`src/rtl/hazard_scoreboard.sv`:
```
// ============================================================================
// Module   : hazard_scoreboard
// Purpose  : Decode-stage register scoreboard and stall control for loads,
//            multiplies and the single iterative multiplier.
// Revision : 1.0 - initial release
// ============================================================================
`default_nettype none

module hazard_scoreboard #(
  parameter int REG_ADDR = 5,
  parameter int LD_LAT   = 2,
  parameter int MUL_LAT  = 5
) (
  input  logic                clk,
  input  logic                reset,
  input  logic                valid_in,
  input  logic [REG_ADDR-1:0] src1,
  input  logic [REG_ADDR-1:0] src2,
  input  logic                use_src1,
  input  logic                use_src2,
  input  logic [REG_ADDR-1:0] dest_reg,
  input  logic                regwrite,
  input  logic                is_load,
  input  logic                is_mult,
  input  logic                flush,
  output logic                stall,
  output logic                issue,
  output logic                mul_busy,
  output logic [15:0]         stall_cycles
);

  localparam int         c_NREG    = 1 << REG_ADDR;
  localparam logic [2:0] c_LD_LAT  = 3'(LD_LAT);
  localparam logic [2:0] c_MUL_LAT = 3'(MUL_LAT);

  logic [2:0]  w_cnt [c_NREG];
  logic [2:0]  r_mul_cnt;
  logic [15:0] r_stall_cycles;
  logic        w_active;
  logic [2:0]  w_lat_new;
  logic [2:0]  w_cnt_load;
  logic        w_raw;
  logic        w_waw;
  logic        w_struct;
  logic        w_stall;
  logic        w_issue;
  logic        w_track;

  assign w_active  = valid_in & ~flush;
  assign w_lat_new = is_load ? c_LD_LAT : (is_mult ? c_MUL_LAT : 3'd0);
  // Counts are kept as cycles still to wait as seen from the cycle after issue.
  assign w_cnt_load = w_lat_new - 3'd1;

  assign w_raw = w_active &
                 ((use_src1 & (src1 != '0) & (w_cnt[src1] != 3'd0)) |
                  (use_src2 & (src2 != '0) & (w_cnt[src2] != 3'd0)));
  assign w_waw = w_active & regwrite & (dest_reg != '0) &
                 (w_cnt[dest_reg] > w_lat_new);
  // The multiplier frees at the end of its last busy cycle, so a new one may start then.
  assign w_struct = w_active & is_mult & (r_mul_cnt > 3'd1);

  assign w_stall = w_raw | w_waw | w_struct;
  assign w_issue = w_active & ~w_stall;
  assign w_track = w_issue & regwrite & (dest_reg != '0) & (w_lat_new != 3'd0);

  assign stall        = w_stall;
  assign issue        = w_issue;
  assign mul_busy     = (r_mul_cnt != 3'd0);
  assign stall_cycles = r_stall_cycles;

  assign w_cnt[0] = 3'd0;

  genvar r;
  generate
    for (r = 1; r < c_NREG; r++) begin : g_reg
      logic [2:0] r_cnt;

      always_ff @(posedge clk or negedge reset) begin
        if (!reset) begin
          r_cnt <= 3'd0;
        end else if (w_track && (dest_reg == REG_ADDR'(r))) begin
          r_cnt <= w_cnt_load;
        end else if (r_cnt != 3'd0) begin
          r_cnt <= r_cnt - 3'd1;
        end
      end

      assign w_cnt[r] = r_cnt;
    end
  endgenerate

  always_ff @(posedge clk or negedge reset) begin
    if (!reset) begin
      r_mul_cnt <= 3'd0;
    end else if (w_issue && is_mult) begin
      r_mul_cnt <= c_MUL_LAT;
    end else if (r_mul_cnt != 3'd0) begin
      r_mul_cnt <= r_mul_cnt - 3'd1;
    end
  end

  always_ff @(posedge clk or negedge reset) begin
    if (!reset) begin
      r_stall_cycles <= 16'd0;
    end else if (w_stall && (r_stall_cycles != 16'hFFFF)) begin
      r_stall_cycles <= r_stall_cycles + 16'd1;
    end
  end

endmodule

`default_nettype wire

```
`config.mk`:
```
export PLATFORM = sky130hd
export DESIGN_NAME = hazard_scoreboard
export DESIGN_NICKNAME = d
export VERILOG_FILES = /design/src/rtl/hazard_scoreboard.sv
export SDC_FILE = /design/constraint.sdc
export NUM_CORES = 1
export LEC_CHECK = 0
export CAP_MARGIN = 20
export CORE_ASPECT_RATIO = 0.9
export CORE_MARGIN = 4
export CORE_UTILIZATION = 43
export CTS_CLUSTER_SIZE = 30
export DETAILED_ROUTE_END_ITERATION = 12
export RECOVER_POWER = 25
export SLEW_MARGIN = 15
export SYNTH_ARGS = -nofsm -noshare
export SYNTH_HDL_FRONTEND = slang
export SYNTH_SLANG_ARGS = --single-unit
```
`constraint.sdc`:
```
create_clock -name clk -period 9.4 [get_ports clk]
set_input_delay 1.88 -clock clk [delete_from_list [all_inputs] [get_ports clk]]
set_output_delay 1.88 -clock clk [all_outputs]
set_load 0.03 [all_outputs]
```
==> results of run 1 <==
cell families after synthesis:
logic type               after synthesis  share of synthesized area (%)
flip-flops                           112                          32.98
multiplexers                         134                          19.98
XOR/XNOR                              45                          4.638
AND/OR/NAND/NOR                      292                          18.21
buffers and inverters                118                          5.639
adder cells (fa/ha/maj)               69                          10.16
AO/OA/AOI/OAI                        118                          8.393
power groups by stage:
stage               Combinational (mW)  Clock, mW  Sequential, mW
finish                            1.47      0.435            1.05
global route                      1.69      0.464            1.08
CTS                               1.47      0.445            1.04
detailed placement                1.46          0            1.05
global placement                  1.42          0            1.06
floorplan                         1.19          0           0.938
per-stage QoR:
step / instances / setup WS [ns] / power [mW] / util [%] / hold WS (ns)
finish: 1164 / 1.377 / 2.954 / 48.93 / 0.4847
global route: 1164 / 1.177 / 3.234 / 48.93 / 0.5134
CTS: 1164 / 1.415 / 2.960 / 48.97 / 0.4944
detailed placement: 1148 / 1.411 / 2.504 / 47.26 / 0.4764
global placement: 1148 / 1.467 / 2.479 / 47.26 / 0.4810
floorplan: 888 / 1.932 / 2.127 / - / 0.5006
layout make-up:
class	count	area (sq um)	area share (%)
timing repair buffer	52	480.5	5.094
sequential	112	2803	29.71
tap	250	312.8	3.316
multi-input combinational	658	5223	55.37
clock inverter	6	100.1	1.061
clock buffer	10	229.0	2.427
inverter	76	285.3	3.024
sequential cells by signal, indices dropped and copies added, names as in the netlist:
name,flops
g.r_cnt,93
stall_cycles,16
r_mul_cnt,3
layer usage:
layer / vias up / global-route usage, % / part of all wire, %
met1: 3355 / 31.94 / 48
met5: - / 0 / 0
met4: 0 / 3.196 / 0.75
met3: 14 / 4.178 / 7.7
li1: 3219 / - / -
met2: 256 / 31.25 / 44
critical path, stage by stage:
cell and delay (ns):
clkdlybuf4s50_1 0.87, buf_4 0.34, mux4_2 0.33, mux4_2 0.48, mux2_2 0.28, ha_1 0.29, a21o_1 0.16, a21oi_1 0.14
o21ai_0 0.10, a31oi_1 0.17, o31a_2 0.25, and2_1 0.17, clkdlybuf4s50_1 0.68
placed cells by master, fill, tap and decap left out, drive strengths merged, types with 2 or more instances in the layout:
| master | count |
|---|---|
| a2111oi | 6 |
| nor3 | 41 |
| o211ai | 2 |
| nand4b | 2 |
| nand4 | 18 |
| nor4 | 20 |
| clkdlybuf4s50 | 40 |
| nand2b | 6 |
| inv | 79 |
| mux4 | 28 |
| mux2 | 5 |
| a311oi | 2 |
| or3 | 2 |
| xor2 | 12 |
| ha | 69 |
| nand2 | 31 |
| bufinv | 2 |
| and2 | 10 |
| a221oi | 2 |
| and3 | 3 |
| nor2b | 43 |
| mux2i | 101 |
| o311ai | 4 |
| a21oi | 48 |
| nor2 | 76 |
| nand3 | 25 |
| clkbuf | 12 |
| a31oi | 19 |
| nor4b | 5 |
| xnor2 | 33 |
| buf | 10 |
| nor3b | 5 |
| o21ai | 20 |
| o41ai | 2 |
| dfrtp | 112 |
| a211oi | 8 |
final timing paths:
path / startpoint / slack [ns] / end
max: dest_reg[1] / 1.38 / issue
min: stall_cycles[6]$_DFFE_PN0P_ / 0.48 / stall_cycles[6]$_DFFE_PN0P_
max reg2reg: g_reg[30].r_cnt[1]$_DFFE_PN0P_ / 5.06 / g_reg[1].r_cnt[1]$_DFFE_PN0P_
min reg2reg: stall_cycles[6]$_DFFE_PN0P_ / 0.48 / stall_cycles[6]$_DFFE_PN0P_
max in group asynchronous: reset / 2.63 / g_reg[6].r_cnt[1]$_DFFE_PN0P_
min in group asynchronous: reset / 2.37 / g_reg[19].r_cnt[2]$_DFFE_PN0P_
==> reports/metrics.cfg, run 1 <==
[yosys]
synth_area_sq_um = 8498
synth_cells = 888
synth_common_cells = dfrtp_1, mux2i_1, nor2_1
synth_top_area_share_pct = 32.98
yosysMostFrequentCell = dfrtp_1
synth-edff-count = 0
synth_area_leader_cell = dfrtp_1
async_flop_share_pct = 100.0
yosysWarnings = 0
syn_avg_cell_area_sq_um = 9.570
ys_ff_latch = 112
yosysSeqAreaShare_pct = 32.98
synthFlopType = dfrtp_1
syn_nets = 981
synth_top_cells_by_area = dfrtp_1, mux2i_1, ha_1
ys_types = 53

[power_and_ir_drop]
share_comb_of_total_power_pct = 49.6
p_leak_nw = 4.369
power.share.sequential_pct = 35.7
p_sw_mw = 1.268
switching_share_pct = 42.91
powerDensity_nw_per_um2 = 313.2
vdd_drop_max_mv = 0.1487
clkPwrFrac_pct = 14.7
internal_power_mw = 1.686

[route]
ant_nets = 0
wire_per_inst_um = 19.31
drt_iter0_markers = 551
num_vias = 6844
routed_wl_um = 22470
first_pass_iters = 5
routed_via_density = 5.880
drc_errors = 0

[worst_setup_path]
critPathLaunchType = input pin
worst-path-max-fanout = 13
worstPathArrival_ns = 6.14
end_kind = output port
worst-setup-path-type = in -> out
required_ns = 7.52
reg2regPathDepth = 12

[clocking]
clkSinkCount = 112
cts_resized = 0
path_clk_slew_ns = 0.08
cts_buffers = 9
cts-root-buf = clkbuf_16
cts_tree = yes
cts_setup_buffers = 0
clock_latency_ns = 0.36
cts_buffer_depth = 2
holdBufCountCts = 0
htreeDepth = 3

[die]
die-width_um = 156.2
die_y_um = 141.4
initial_utilization_pct = 44.08
coreArea_sq_um = 19280
die_area_sq_um = 22080
fp-row-count = 48
ioPinCount = 43

[sta]
rsz0062_at_grt = no
worstMarginPinSlew_ns = 3.524
max-slew-margin-rel_pct = -135.0
tns_ns = 0
maxSlewViolCount = 115
fin_crit_sh_pct = 85.35
post-route-min-period_ns = 8.023
finalSetupViolCount = 0
fin_skew_ns = 0.009497
finalHoldViolations = 0
timing.fmax_mhz = 124.6

[layout]
final_area_sq_um = 9433
diodes = 0
synthToLayoutAreaGrowth_pct = 11.00
drive_gt1_share_pct = 7.330
num-fill-cells = 1822
nets = 1002

[place]
placed_area_sq_um = 9111
gp_congestion = 0.9163
port_buffers = 42
dpl.hpwl_um = 16260

[worst_hold_path]
holdPathStages = 1
hold_class = reg -> reg

[grt]
grtUsageTotal_pct = 20.88
overflow = 0
antenna_found_initial = 0
grt_max_degree = 65
grt_pass1_vias = 6720
grt_pass1_wl_um = 36840

[outcome]
violations = max-capacitance violations, max-slew violations
status = finished with violations

[run]
maxCapViolCount = 2

No activity file was read; power rests on OpenSTA's default activity.
==> inputs of run 2 (changes only) <==
Settings changed: CTS_CLUSTER_SIZE 30 to unset.
Clock period 9.4 ns to 8.6 ns, I/O delays scaled along.
==> reports/metrics.cfg, run 2 (same netlist as run 1, synthesis figures left out) <==
[worst_setup_path]
end_kind = output port
critPathLaunchType = input pin
worstPathArrival_ns = 5.60
worst-setup-path-type = in -> out
reg2regPathDepth = 12
worst-path-max-fanout = 33
required_ns = 6.88
r2r_setup_slack_ns = 4.34

[die]
die_area_sq_um = 22080
ioPinCount = 43
initial_utilization_pct = 44.08
coreArea_sq_um = 19280
die_y_um = 141.4
die-width_um = 156.2
fp-row-count = 48

[worst_hold_path]
holdPathStages = 1
hold_class = reg -> reg

[clocking]
cts_buffer_depth = 2
cts-root-buf = clkbuf_16
cts_setup_buffers = 0
path_clk_slew_ns = 0.08
cts_resized = 0
cts_buffers = 9
cts_tree = yes
clkSinkCount = 112
holdBufCountCts = 0
clock_latency_ns = 0.36
htreeDepth = 3

[layout]
drive_gt1_share_pct = 7.650
top_register = g.r_cnt
diodes = 0
largest_register_ffs = 93
mostFrequentLayoutCell = dfrtp_1
fin_cells = 1165
synthToLayoutAreaGrowth_pct = 10.72
mostFrequentLayoutCells = dfrtp_1, mux2i_1, nor2_1, inv_1, ha_1
nets = 1003

[place]
port_buffers = 42
dpl.hpwl_um = 16210
gp_congestion = 0.9082
placed_cells = 1149

[power_and_ir_drop]
powerDensity_nw_per_um2 = 336.9
p_leak_nw = 4.363
finalPower_mw = 3.170
vdd_drop_max_mv = 0.1789

[route]
wire_per_inst_um = 19.12
ant_nets = 0
drt_iter0_markers = 571
routed_via_density = 5.789
drc_errors = 0
routed_wl_um = 22270
first_pass_iters = 5
num_vias = 6744

[grt]
grt_max_degree = 63
grt_pass1_wl_um = 36950
grt_pass1_vias = 6701
grtUsageTotal_pct = 20.99
overflow = 0
antenna_found_initial = 0

[run]
maxCapViolCount = 2

[sta]
fin_crit_sh_pct = 85.06
worstMarginPinSlew_ns = 3.476
rsz0062_at_grt = no
finalHoldViolations = 0
max-slew-margin-rel_pct = -131.7
finalSetupViolCount = 0
post-route-min-period_ns = 7.315
timing.fmax_mhz = 136.7
fin_skew_ns = 0.01234
maxSlewViolCount = 115
tns_ns = 0

[outcome]
status = finished with violations
violations = max-capacitance violations, max-slew violations

==> run 2: cell types whose count changed in the layout (fill, tap and decap cells not counted), sizes merged <==
cell           delta
clkinv            +2
inv               +1
buf               +2
clkbuf            -1
bufinv            -2
clkdlybuf4s50     -1
==> run 2: worst max-delay path, cell delays in order <==
cell and delay, ns:
buf_2 0.65, buf_4 0.34, mux4_2 0.54, mux4_2 0.47, mux2_2 0.27, ha_1 0.29, nand3_1 0.10, nand2_1 0.05
o21ai_0 0.15, a31oi_1 0.06, o31a_2 0.17, nor2_1 0.10, clkdlybuf4s50_1 0.68
==> run 2: metrics by stage <==
step / hold WS, ns / util [%] / instance area [sq um] / setup slack [ns]
floorplan: 0.5006 / - / 8498 / 1.452
global placement: 0.4738 / 47.29 / 9116 / 1.280
detailed placement: 0.4772 / 47.29 / 9116 / 1.289
CTS: 0.4961 / 48.84 / 9417 / 1.263
global route: 0.5116 / 48.81 / 9409 / 0.5785
finish: 0.4913 / 48.81 / 9409 / 1.285
==> run 2: final cells by class <==
type,instances,area [sq um]
flip-flops and latches,112,2803
inverters,76,285.3
repair buffers,53,485.5
well taps,250,312.8
clock buffers,9,225.2
clock inverters,7,75.07
multi-input cells,658,5223
fillers,1843,9869
==> run 2: path summary, 6_finish.rpt <==
| path | startpoint | endpoint |
|---|---|---|
| worst min-delay path | stall_cycles[6]$_DFFE_PN0P_ | stall_cycles[6]$_DFFE_PN0P_ |
| worst max-delay path | dest_reg[0] | stall |
| min in group asynchronous | reset | g_reg[19].r_cnt[2]$_DFFE_PN0P_ |
| worst max register to register | g_reg[30].r_cnt[1]$_DFFE_PN0P_ | g_reg[1].r_cnt[1]$_DFFE_PN0P_ |
| max in group asynchronous | reset | g_reg[6].r_cnt[2]$_DFFE_PN0P_ |
| worst min register to register | stall_cycles[6]$_DFFE_PN0P_ | stall_cycles[6]$_DFFE_PN0P_ |
==> run 2: per-layer routing <==
| metal | GRT usage, % | vias to the layer above | part of all wire (%) |
|---|---|---|---|
| li1 | - | 3217 | - |
| met1 | 31.77 | 3278 | 49 |
| met2 | 31.87 | 232 | 43 |
| met3 | 3.751 | 17 | 6.7 |
| met4 | 3.836 | 0 | 1.0 |
| met5 | 0 | - | 0 |
==> run 2: power breakdown <==
part / internal (mW) / switching (mW)
Combinational: 0.789 / 0.804
Sequential: 0.791 / 0.359
Clock: 0.207 / 0.220
Total: 1.79 / 1.38
==> inputs of run 3 (changes only) <==
Settings changed: GPL_ROUTABILITY_DRIVEN set to 0.
==> results of run 3 <==
No change in the layout: final DEF, timing and power equal those of run 2.
